File: src/rtl/lbist_seq_ctrl.sv
// Purpose : sequences one LBIST run (clear, pattern stepping, drain, signature compare).
// Latency : start sampled at edge 0; done/pass valid after edge N+SETTLE+2.
// Backpr. : none; start is only honoured in IDLE, and abort ends any active run on the next edge.
//
// Ports:
//   clk, rst_n    - system clock (rising edge), asynchronous active-low reset
//   start, abort  - run request (IDLE only) and run termination (non-IDLE only)
//   num_patterns  - patterns to apply, latched at start; 0 selects a full 2^BITS sweep
//   golden_sig    - expected signature, sampled in COMPARE
//   misr_sig      - live MISR contents
//   gen_inc/gen_clear, misr_clear/misr_en, test_mode - datapath strobes
//   busy, done, pass, patterns_run - run status

`default_nettype none

module lbist_seq_ctrl #(
    parameter int BITS   = 8,
    parameter int SIG_W  = 16,
    parameter int SETTLE = 2
) (
    input  logic             clk,
    input  logic             rst_n,
    input  logic             start,
    input  logic             abort,
    input  logic [BITS-1:0]  num_patterns,
    input  logic [SIG_W-1:0] golden_sig,
    input  logic [SIG_W-1:0] misr_sig,
    output logic             gen_inc,
    output logic             gen_clear,
    output logic             misr_clear,
    output logic             misr_en,
    output logic             test_mode,
    output logic             busy,
    output logic             done,
    output logic             pass,
    output logic [BITS-1:0]  patterns_run
);

    // Drain counter only needs to hold 0..SETTLE-1.
    localparam int DW = (SETTLE > 1) ? $clog2(SETTLE) : 1;
    localparam logic [DW-1:0] DRAIN_LAST = DW'(SETTLE - 1);

    typedef enum logic [2:0] {
        S_IDLE    = 3'd0,
        S_SETUP   = 3'd1,
        S_RUN     = 3'd2,
        S_DRAIN   = 3'd3,
        S_COMPARE = 3'd4
    } state_t;

    state_t          state;
    state_t          state_nxt;
    logic [BITS-1:0] n_lat;
    logic [DW-1:0]   drain_cnt;
    logic            run_last;
    logic            drain_last;

    // patterns_run counts RUN cycles from 0; leaving when it equals N-1 gives
    // exactly N cycles. N=0 wraps N-1 to all-ones, which yields the full sweep.
    assign run_last   = (patterns_run == (n_lat - BITS'(1)));
    assign drain_last = (drain_cnt == DRAIN_LAST);

    always_comb begin
        state_nxt = state;
        case (state)
            S_IDLE: begin
                if (start && !abort) begin
                    state_nxt = S_SETUP;
                end
            end
            S_SETUP: begin
                state_nxt = S_RUN;
            end
            S_RUN: begin
                if (run_last) begin
                    state_nxt = S_DRAIN;
                end
            end
            S_DRAIN: begin
                if (drain_last) begin
                    state_nxt = S_COMPARE;
                end
            end
            S_COMPARE: begin
                state_nxt = S_IDLE;
            end
            default: begin
                state_nxt = S_IDLE;
            end
        endcase
        // Abort overrides every transition out of an active state.
        if ((state != S_IDLE) && abort) begin
            state_nxt = S_IDLE;
        end
    end

    // Strobes are registered from the next state so each one is high exactly
    // while the FSM sits in the corresponding state.
    always_ff @(posedge clk or negedge rst_n) begin
        if (!rst_n) begin
            state        <= S_IDLE;
            n_lat        <= '0;
            drain_cnt    <= '0;
            patterns_run <= '0;
            gen_inc      <= 1'b0;
            gen_clear    <= 1'b0;
            misr_clear   <= 1'b0;
            misr_en      <= 1'b0;
            test_mode    <= 1'b0;
            busy         <= 1'b0;
            done         <= 1'b0;
            pass         <= 1'b0;
        end else begin
            state      <= state_nxt;
            gen_inc    <= (state_nxt == S_RUN);
            gen_clear  <= (state_nxt == S_SETUP);
            misr_clear <= (state_nxt == S_SETUP);
            misr_en    <= (state_nxt == S_RUN) || (state_nxt == S_DRAIN);
            test_mode  <= (state_nxt != S_IDLE);
            busy       <= (state_nxt != S_IDLE);

            case (state)
                S_IDLE: begin
                    if (start && !abort) begin
                        n_lat <= num_patterns;
                        done  <= 1'b0;
                        pass  <= 1'b0;
                    end
                end
                S_SETUP: begin
                    patterns_run <= '0;
                    drain_cnt    <= '0;
                end
                S_RUN: begin
                    // Counts this cycle's gen_inc pulse even if the run is aborted now.
                    patterns_run <= patterns_run + BITS'(1);
                end
                S_DRAIN: begin
                    drain_cnt <= drain_cnt + DW'(1);
                end
                S_COMPARE: begin
                    pass <= (misr_sig == golden_sig);
                    done <= 1'b1;
                end
                default: begin
                end
            endcase

            // An aborted run reports finished-but-failed; placed last so it
            // also wins over a compare happening in the same cycle.
            if ((state != S_IDLE) && abort) begin
                done <= 1'b1;
                pass <= 1'b0;
            end
        end
    end

endmodule

`default_nettype wire

File: config.mk
export PLATFORM = sky130hd
export DESIGN_NAME = lbist_seq_ctrl
export DESIGN_NICKNAME = d
export VERILOG_FILES = /design/src/rtl/lbist_seq_ctrl.sv
export SDC_FILE = /design/constraint.sdc
export NUM_CORES = 1
export LEC_CHECK = 0
export CAP_MARGIN = 15
export CORE_ASPECT_RATIO = 1.1
export CORE_UTILIZATION = 62
export CTS_BUF_LIST = sky130_fd_sc_hd__clkbuf_16
export DETAILED_ROUTE_END_ITERATION = 7
export DONT_BUFFER_PORTS = 1
export GPL_TIMING_DRIVEN = 0
export PLACE_DENSITY = 0.78
export SKIP_CTS_REPAIR_TIMING = 1
export SLEW_MARGIN = 10
export SYNTH_ARGS = -nofsm -noshare
export SYNTH_HDL_FRONTEND = slang
export SYNTH_SLANG_ARGS = --single-unit
File: constraint.sdc
create_clock -name clk -period 1.9 [get_ports clk]
set_input_delay 0.38 -clock clk [delete_from_list [all_inputs] [get_ports clk]]
set_output_delay 0.38 -clock clk [all_outputs]
set_load 0.03 [all_outputs]
==> flow_metrics.env, run 1 <==
export IMPL_grt_busiest_layer="met2"
export IMPL_async_flop_share_pct=100.0
export IMPL_grt_overflow=0
export IMPL_synth_commonest_cells="31 x nand2_1, 26 x dfrtp_1, 22 x xor2_1, 14 x o21ai_0, 12 x nand3_1"
export IMPL_hold_class="in2reg"
export IMPL_path_buf_inv=1
export IMPL_synthAdderAreaFrac_pct=1.616
export IMPL_worstPathMaxFanout=6
export IMPL_synth_mux_area_share_pct=0.6462
export IMPL_drt_iter0_drc=33
export IMPL_setup_viol=0
export IMPL_grt_pass1_vias=1158
export IMPL_yosys_area_share_xor_xnor_pct=15.83
export IMPL_grtUsageMet3_pct=4.722
export IMPL_wl_per_cell_um=16.70
export IMPL_slowest_stage="or3b_2"
export IMPL_synth_largest_area_cell="dfrtp_1"
export IMPL_use_met2_pct=46.17
export IMPL_clk_path_buf_depth=2
export IMPL_netlist_area_um2=1549
export IMPL_grt_max_degree=27
export IMPL_ys_warn_count=0
export IMPL_synth_simple_gate_area_share_pct=24.07
export IMPL_pin_count=60
export IMPL_cts_buffers=3
export IMPL_relSlewSlack_pct=62.48
export IMPL_drc_errors=0
export IMPL_wl_mm=3.440
export IMPL_critPathMaxStageDelay_ns=0.47
export IMPL_maxSlewViolCount=0
export IMPL_cp_common_cell="nand3_1"
export IMPL_h_tree_depth=1
export IMPL_nNetsFinal=223
export IMPL_core_um2=2297
export IMPL_ys_flop_type="dfrtp_1"
export IMPL_synth_cells=170
export IMPL_max_cap_violations=0
export IMPL_place_congestion=0.8374
export IMPL_irDropWorstVdd_mv=0.8006
export IMPL_fmax_ghz=0.5642
export IMPL_dieArea_um2=2702
export IMPL_critPathTopFamily="simple AND/OR/NAND/NOR gates"
export IMPL_startpoint_type="flop"
export IMPL_syn_avg_cell_area_um2=9.112
export IMPL_yosys_top_cells_area="dfrtp_1 42%, xor2_1 12%, nand2_1 7.5%, o21ai_0 4.5%, nand3_1 3.9%"
export IMPL_start_util_pct=67.43
export IMPL_synthToLayoutAreaGrowth_pct=11.47
export IMPL_clk_latency_ns=0.25
export IMPL_antenna_diode_count=0
export IMPL_cp_end_kind="flop"
export IMPL_path_class="reg2reg"
export IMPL_setup_tns_ns=0
export IMPL_crit_arrival_ns=1.89
export IMPL_ys_types=34
export IMPL_via_per_inst=6.296
export IMPL_drtAntennaViolNets=0
export IMPL_grt_met1_usage_pct=25.87
export IMPL_power_uw=1827
export IMPL_fin_crit_sh_pct=93.28
export IMPL_antenna_found_initial=0
export IMPL_cts_tree="done"
export IMPL_cts_sinks=26
export IMPL_required_ns=2.01
export IMPL_rr_startpoint="state[0]"
export IMPL_grt_pass1_wl_mm=4.954
export IMPL_yosysSeqAreaShare_pct=42.00
export IMPL_synth_most_common_cell="nand2_1"
export IMPL_grt_usage_pct=23.75
export IMPL_via_count=1297
export IMPL_cp_cell_sequence="or3b_2 > clkbuf_1 > nor2_1 > nand3_1 > nand3_1 > o21ai_0"
export IMPL_ys_ff_latch=26
export IMPL_p_per_area_nw_per_um2=1058
export IMPL_tightest_slew_ns=0.5617
export IMPL_die_w_um=49.66
export IMPL_synth_compound_area_share_pct=9.612
export IMPL_fin_crit_ns=1.772
export IMPL_clock_skew_ns=0.003464
export IMPL_worstSetupStartpoint="state[0]"
export IMPL_synth_edf_count=0
export IMPL_die_h_um=54.43
export IMPL_synth_top_cell_area_share_pct=42.00
export IMPL_synth_top_family_by_area="simple AND/OR/NAND/NOR gates"
export IMPL_syn_nets=216
export IMPL_run_status="finished, final reports clean"
export IMPL_drt_pass1_iter_count=5
export IMPL_hpwl_mm=2.281
export IMPL_min_from="abort"
export IMPL_clk_pin_slew_ns=0.07
export IMPL_fp_row_count=18
export IMPL_drive_gt1_share_pct=10.23
export IMPL_power_leakage_uw=0.0007920
export IMPL_portBuffers=0
export IMPL_hold_viol_final=0
export IMPL_cts_root_buffer="clkbuf_16"
-- through the flow --
stage	setup slack, ns	hold WS [ns]	utilization [%]	instances	cell area, um^2
after CTS	0.05777	-0.1906	73.64	204	1692
after floorplan	0.3212	0.08441	-	170	1549
after global placement	0.2087	0.08486	69.06	200	1587
after global routing	-0.00002442	0.1883	75.16	206	1727
final	0.1276	0.1843	75.16	206	1727
after detailed placement	0.1705	0.08488	69.06	200	1587
-- cell usage in the layout (no fill, tap or decap), types with 2 or more instances in the layout --
master and n:
nor3b_1 2, nor4_1 6, o21ai_0 14, nand4bb_1 2, clkbuf_16 3, dfrtp_1 26
nand4_1 4, nor3_1 3, a21oi_1 3, ha_1 2, nand3_1 12, xor2_1 22
buf_12 2, inv_1 3, a31oi_1 3, or3b_2 2, nand2_1 31, nor2_1 6
buf_6 2, clkbuf_1 3, buf_4 3, xnor2_1 6
-- power by group --
group | switching (uW) | total, uW | internal, uW
logic | 226 | 414 | 188
registers | 180 | 808 | 628
clock network | 186 | 605 | 419
total | 592 | 1830 | 1240
-- layout make-up --
type | count | area (um^2)
buffer | 9 | 76.32
fill | 170 | 570.5
tap | 30 | 37.54
timing repair buffer | 2 | 30.03
clock inverter | 1 | 30.03
clock buffer | 3 | 75.07
multi-input combinational | 131 | 807.0
inverter | 4 | 20.02
sequential | 26 | 650.6
-- sequential cells by signal, summed over array words and instances (netlist names) --
name and flops:
done 1, drain_cnt 1, busy 1, n_lat 8
state 3, pass 1, misr_en 1, patterns_run 8
gen_inc 1, misr_clear 1
-- path summary, 6_finish.rpt --
check / end / slack (ns) / cells past startpoint
min: state[2] / 0.18 / 1
max in group asynchronous: n_lat[0] / 1.17 / 2
min in group asynchronous: state[0] / 0.58 / 2
max reg2reg: patterns_run[5] / 0.13 / 6
max: patterns_run[5] / 0.13 / 6
min reg2reg: n_lat[7] / 0.54 / 2
-- metal layers --
metal,vias up,wire length [um]
met2,73,1869
li1,600,-
met4,0,65
met5,-,0
met3,13,243
met1,611,1261
-- cells by family after synthesis --
logic type      after synthesis
xor+xnor                     28
flops                        26
simple gates                 74
buf+inv                      13
mux                           1
fa+ha+maj                     2
compound gates               26
Note: power is estimated with default switching activity, not from simulation.
==> run 2: changes to the inputs <==
Settings changed: GPL_TIMING_DRIVEN 0 to default.
==> run 2 against run 1 <==
Net effect:
- register-to-register slack about the same
- clock power decreased by 25%
- via count shrank 4.8%
- sequential power is 4.1% lower
- clock-buffer cell count is the same
- combinational power rose by 2%
- largest power group unchanged
- non-clock buffer count shrank 1
- first-iteration DRC count decreased by 36%
- critical path type unchanged
- highest routed layer unchanged
- critical path depth down 1
- total power decreased by 9.7%
- sequential share of layout area rose by 1.2 points
- worst hold slack gained 0.00073 ns
==> flow_metrics.env, run 2 (synthesized netlist as in run 1, its figures left out) <==
export IMPL_portBuffers=0
export IMPL_grt_pass1_wl_mm=4.726
export IMPL_fin_ws_ns=0.1284
export IMPL_required_ns=2.03
export IMPL_grt_max_degree=27
export IMPL_start_util_pct=67.43
export IMPL_power_leakage_uw=0.0007800
export IMPL_h_tree_depth=1
export IMPL_nNetsFinal=222
export IMPL_drt_iter0_drc=21
export IMPL_drt_pass1_iter_count=4
export IMPL_rsz0062_at_grt="false"
export IMPL_wl_per_cell_um=15.08
export IMPL_grt_usage_pct=23.66
export IMPL_tightest_slew_ns=0.5395
export IMPL_cp_common_cell="nand3_1"
export IMPL_irDropWorstVdd_mv=0.9107
export IMPL_clk_latency_ns=0.25
export IMPL_wl_mm=3.077
export IMPL_via_count=1235
export IMPL_via_per_inst=6.054
export IMPL_die_w_um=49.66
export IMPL_cts_buffers=3
export IMPL_cp_cell_sequence="or3b_2 > nor2_1 > nand3_1 > nand3_1 > o21ai_0"
export IMPL_crit_arrival_ns=1.90
export IMPL_mostFrequentLayoutCells="31 x nand2_1, 26 x dfrtp_1, 22 x xor2_1, 14 x o21ai_0, 12 x nand3_1"
export IMPL_hold_viol_final=0
export IMPL_crit_reg2reg_capture="patterns_run[5]"
export IMPL_crit_end="patterns_run[5]"
export IMPL_final_common_cell="nand2_1"
export IMPL_r2r_cells=5
export IMPL_critPathMaxStageDelay_ns=0.55
export IMPL_antenna_found_initial=0
export IMPL_slowest_stage="or3b_2"
export IMPL_drive_gt1_share_pct=10.34
export IMPL_antenna_diode_count=0
export IMPL_p_per_area_nw_per_um2=984.8
export IMPL_final_util_pct=72.93
export IMPL_cts_sinks=26
export IMPL_grt_pass1_vias=1060
export IMPL_r2r_slack_ns=0.13
export IMPL_path_class="reg2reg"
export IMPL_synthToLayoutAreaGrowth_pct=8.158
export IMPL_fin_crit_ns=1.772
export IMPL_startpoint_type="flop"
export IMPL_power_uw=1650
export IMPL_relSlewSlack_pct=64.06
export IMPL_fin_crit_sh_pct=93.24
export IMPL_rr_startpoint="state[1]"
export IMPL_fillers=180
export IMPL_drtAntennaViolNets=0
export IMPL_cts_tree="done"
export IMPL_die_h_um=54.43
export IMPL_pre_cts_ws_ns=0.1715
export IMPL_place_congestion=0.9187
export IMPL_core_um2=2297
export IMPL_cp_end_kind="flop"
export IMPL_stdcell_area_um2=1675
export IMPL_dieArea_um2=2702
export IMPL_min_from="abort"
export IMPL_largest_registers="n_lat: 8 flops, patterns_run: 8 flops, state: 3 flops"
export IMPL_fmax_ghz=0.5645
export IMPL_clk_path_buf_depth=2
export IMPL_fp_row_count=18
export IMPL_grt_overflow=0
export IMPL_run_status="finished, final reports clean"
export IMPL_hpwl_mm=2.334
export IMPL_drc_errors=0
export IMPL_cts_root_buffer="clkbuf_16"
export IMPL_clock_skew_ns=0.002164
export IMPL_max_cap_violations=0
export IMPL_worstPathMaxFanout=11
export IMPL_setup_tns_ns=0
export IMPL_pin_count=60
export IMPL_worstSetupStartpoint="state[1]"
export IMPL_placed_area_um2=1570
export IMPL_hold_class="in2reg"
export IMPL_clk_pin_slew_ns=0.06
export IMPL_maxSlewViolCount=0
export IMPL_setup_viol=0
[run 2: worst max-delay path, delay by kind of cell (launching register included)]
| kind | cells | cell delay, ns |
|---|---|---|
| AOI/OAI and AO/OA | 1 | 0.08 |
| and+or+nand+nor | 4 | 1.03 |
| DFF | 1 | 0.53 |
[run 2: power by group]
part	leakage (uW)	internal (uW)	switching (uW)	total (uW)
clock network	0.0000370	278	174	453
logic	0.000401	186	236	422
registers	0.000342	629	146	775
[run 2: cell type report]
cell class	count	area [um^2]	area share, %
repair buffers	10	90.09	5.377
inverters	4	20.02	1.195
well taps	30	37.54	2.240
clock buffers	3	75.07	4.481
multi-input cells	131	802.0	47.87
flip-flops and latches	26	650.6	38.83
[run 2: worst min-delay path by stage]
stage | to | slack, ns | cells after the start
6_report | state[2] | 0.19 | 1
5_1_grt | state[2] | 0.19 | 1
4_1_cts | patterns_run[4] | -0.19 | 0
3_5_place_dp | patterns_run[4] | 0.08 | 0
3_3_place_gp | patterns_run[3] | 0.08 | 0
2_1_floorplan | busy | 0.08 | 0
[run 2: metal layers]
layer | share of wire, % | track usage, %
met5 | 0 | 0
met4 | 1.9 | 10.00
met3 | 7.6 | 3.611
met2 | 51 | 40.54
met1 | 40 | 30.27
[run 2: metrics by stage]
| stage | std cells | hold slack (ns) |
|---|---|---|
| floorplan | 170 | 0.08441 |
| global placement | 199 | 0.08494 |
| detailed placement | 199 | 0.08489 |
| CTS | 202 | -0.1876 |
| global route | 204 | 0.1850 |
| finish | 204 | 0.1850 |
==> run 3: changes to the inputs <==
Settings changed: CORE_MARGIN from default to 3, CORE_UTILIZATION 62 to 60, GPL_TIMING_DRIVEN from default to 0, PLACE_DENSITY 0.78 to 0.76.
==> run 3 against run 2 <==
Net effect:
- sequential share of layout area down 0.33 points
- routed wire length increased by 1.5%
- critical path depth is the same
- combinational power down 8.3%
- maximum frequency increased by 1.1%
- clock power is 1% higher
- clock skew up 0.0013 ns
- total power decreased by 0.11%
- largest power group unchanged
==> flow_metrics.env, run 3 (synthesized netlist as in run 1, its figures left out) <==
export IMPL_run_status="finished, final reports clean"
export IMPL_cp_cell_sequence="nor4_1 > xnor2_1 > a31oi_1 > a211oi_1 > a21oi_1"
export IMPL_dieArea_um2=3228
export IMPL_cp_end_kind="flop"
export IMPL_wl_per_cell_um=15.23
export IMPL_tightest_slew_ns=0.5291
export IMPL_grt_usage_pct=21.51
export IMPL_cts_tree="done"
export IMPL_portBuffers=0
export IMPL_h_tree_depth=1
export IMPL_hold_viol_final=0
export IMPL_hold_class="in2reg"
export IMPL_switching_share_pct=33.73
export IMPL_relSlewSlack_pct=64.73
export IMPL_fin_crit_sh_pct=92.21
export IMPL_pwr_share_clk_pct=27.8
export IMPL_setup_viol=0
export IMPL_synthToLayoutAreaGrowth_pct=9.289
export IMPL_die_h_um=59.29
export IMPL_largest_registers="n_lat: 8 flops, patterns_run: 8 flops, state: 3 flops"
export IMPL_required_ns=2.01
export IMPL_drt_pass1_iter_count=6
export IMPL_path_class="reg2reg"
export IMPL_pre_cts_ws_ns=0.1234
export IMPL_via_per_inst=6.059
export IMPL_startpoint_type="flop"
export IMPL_drive_gt1_share_pct=9.714
export IMPL_nNetsFinal=223
export IMPL_worstPathMaxFanout=6
export IMPL_comb_power_share_pct=23.5
export IMPL_cts_root_buffer="clkbuf_16"
export IMPL_critPathMaxStageDelay_ns=0.44
export IMPL_min_to="state[2]"
export IMPL_clk_path_buf_depth=2
export IMPL_antenna_found_initial=0
export IMPL_p_per_area_nw_per_um2=973.5
export IMPL_grt_pass1_wl_mm=5.071
export IMPL_stdcell_area_um2=1693
export IMPL_r2r_cells=5
export IMPL_wl_mm=3.122
export IMPL_clk_latency_ns=0.26
export IMPL_max_cap_violations=0
export IMPL_irDropWorstVdd_mv=0.6383
export IMPL_power_switching_uw=555.9
export IMPL_clock_skew_ns=0.003455
export IMPL_maxSlewViolCount=0
export IMPL_grt_max_degree=27
export IMPL_drc_errors=0
export IMPL_pin_count=60
export IMPL_fillers=188
export IMPL_die_w_um=54.45
export IMPL_core_um2=2342
export IMPL_final_common_cell="nand2_1"
export IMPL_regArea_um2=651.9
export IMPL_antenna_diode_count=0
export IMPL_crit_reg2reg_capture="gen_inc"
export IMPL_final_util_pct=72.28
export IMPL_slowest_stage="dfrtp_1"
export IMPL_grt_pass1_vias=1180
export IMPL_internal_power_uw=1092
export IMPL_seqPwrFrac_pct=48.7
export IMPL_power_uw=1648
export IMPL_fin_crit_ns=1.752
export IMPL_crit_arrival_ns=1.86
export IMPL_r2r_slack_ns=0.15
export IMPL_clk_pin_slew_ns=0.06
export IMPL_holdWs_ns=0.1845
export IMPL_holdPathStages=1
export IMPL_start_util_pct=66.13
export IMPL_min_from="abort"
export IMPL_placed_area_um2=1587
export IMPL_mostFrequentLayoutCells="31 x nand2_1, 25 x dfrtp_1, 22 x xor2_1, 14 x o21ai_0, 12 x nand3_1"
export IMPL_power_leakage_uw=0.0007752
export IMPL_drtAntennaViolNets=0
export IMPL_fp_row_count=18
export IMPL_cts_sinks=26
export IMPL_rr_startpoint="n_lat[3]"
export IMPL_fin_ws_ns=0.1480
export IMPL_fmax_ghz=0.5708
export IMPL_hpwl_mm=2.415
export IMPL_drt_iter0_drc=31
export IMPL_cts_buffers=3
export IMPL_place_congestion=0.8171
export IMPL_multiInputGateArea_um2=802.0
export IMPL_grt_overflow=0
export IMPL_via_count=1242
==> run 3: changes by cell type in the layout (fill, tap and decap cells not counted) <==
cell / change
buf_6: +2
buf_12: +1
dfrtp_1: -1
dfrtp_2: +1
clkbuf_1: +3
buf_4: -5
==> run 3: routing by layer <==
metal / vias to the layer above / global-route usage, % / part of all wire (%)
met5: - / 0 / 0
met4: 0 / 8.541 / 1.3
met3: 4 / 4.786 / 6.8
met2: 55 / 35.90 / 54
met1: 586 / 26.37 / 38
li1: 597 / - / -
==> run 3: cell type report <==
type | instances | area share (%)
buffer | 9 | 4.509
clock buffer | 3 | 4.435
inverter | 4 | 1.183
multi-input combinational | 131 | 47.38
sequential | 26 | 38.51
tap | 30 | 2.217
timing repair buffer | 2 | 1.774
==> run 3: worst max-delay path by stage <==
| stage | depth (start not counted) | to | from |
|---|---|---|---|
| finish | 5 | gen_inc | n_lat[3] |
| global route | 5 | gen_inc | n_lat[3] |
| floorplan | 7 | n_lat[0] | state[1] |
| CTS | 5 | gen_inc | patterns_run[7] |
| detailed placement | 5 | gen_inc | patterns_run[7] |
| global placement | 5 | gen_inc | patterns_run[7] |
==> run 3: worst max-delay path: cells and delay by family, from the launching register on <==
kind / cells / cell delay (ns)
flip-flops: 1 / 0.44
AO/OA/AOI/OAI: 3 / 0.64
AND/OR/NAND/NOR: 1 / 0.36
XOR/XNOR: 1 / 0.17
==> run 3: power groups by stage <==
stage | sequential (uW) | combinational, uW | clock, uW
2_1_floorplan | 783 | 315 | 0
3_3_place_gp | 809 | 347 | 0
3_5_place_dp | 812 | 366 | 0
4_1_cts | 803 | 370 | 466
5_1_grt | 816 | 442 | 492
6_report | 803 | 387 | 458
==> run 3: through the flow <==
step	instances	TNS, ns
global route	205	-0.01607
floorplan	170	0
CTS	203	0
detailed placement	200	0
finish	205	0
global placement	200	0
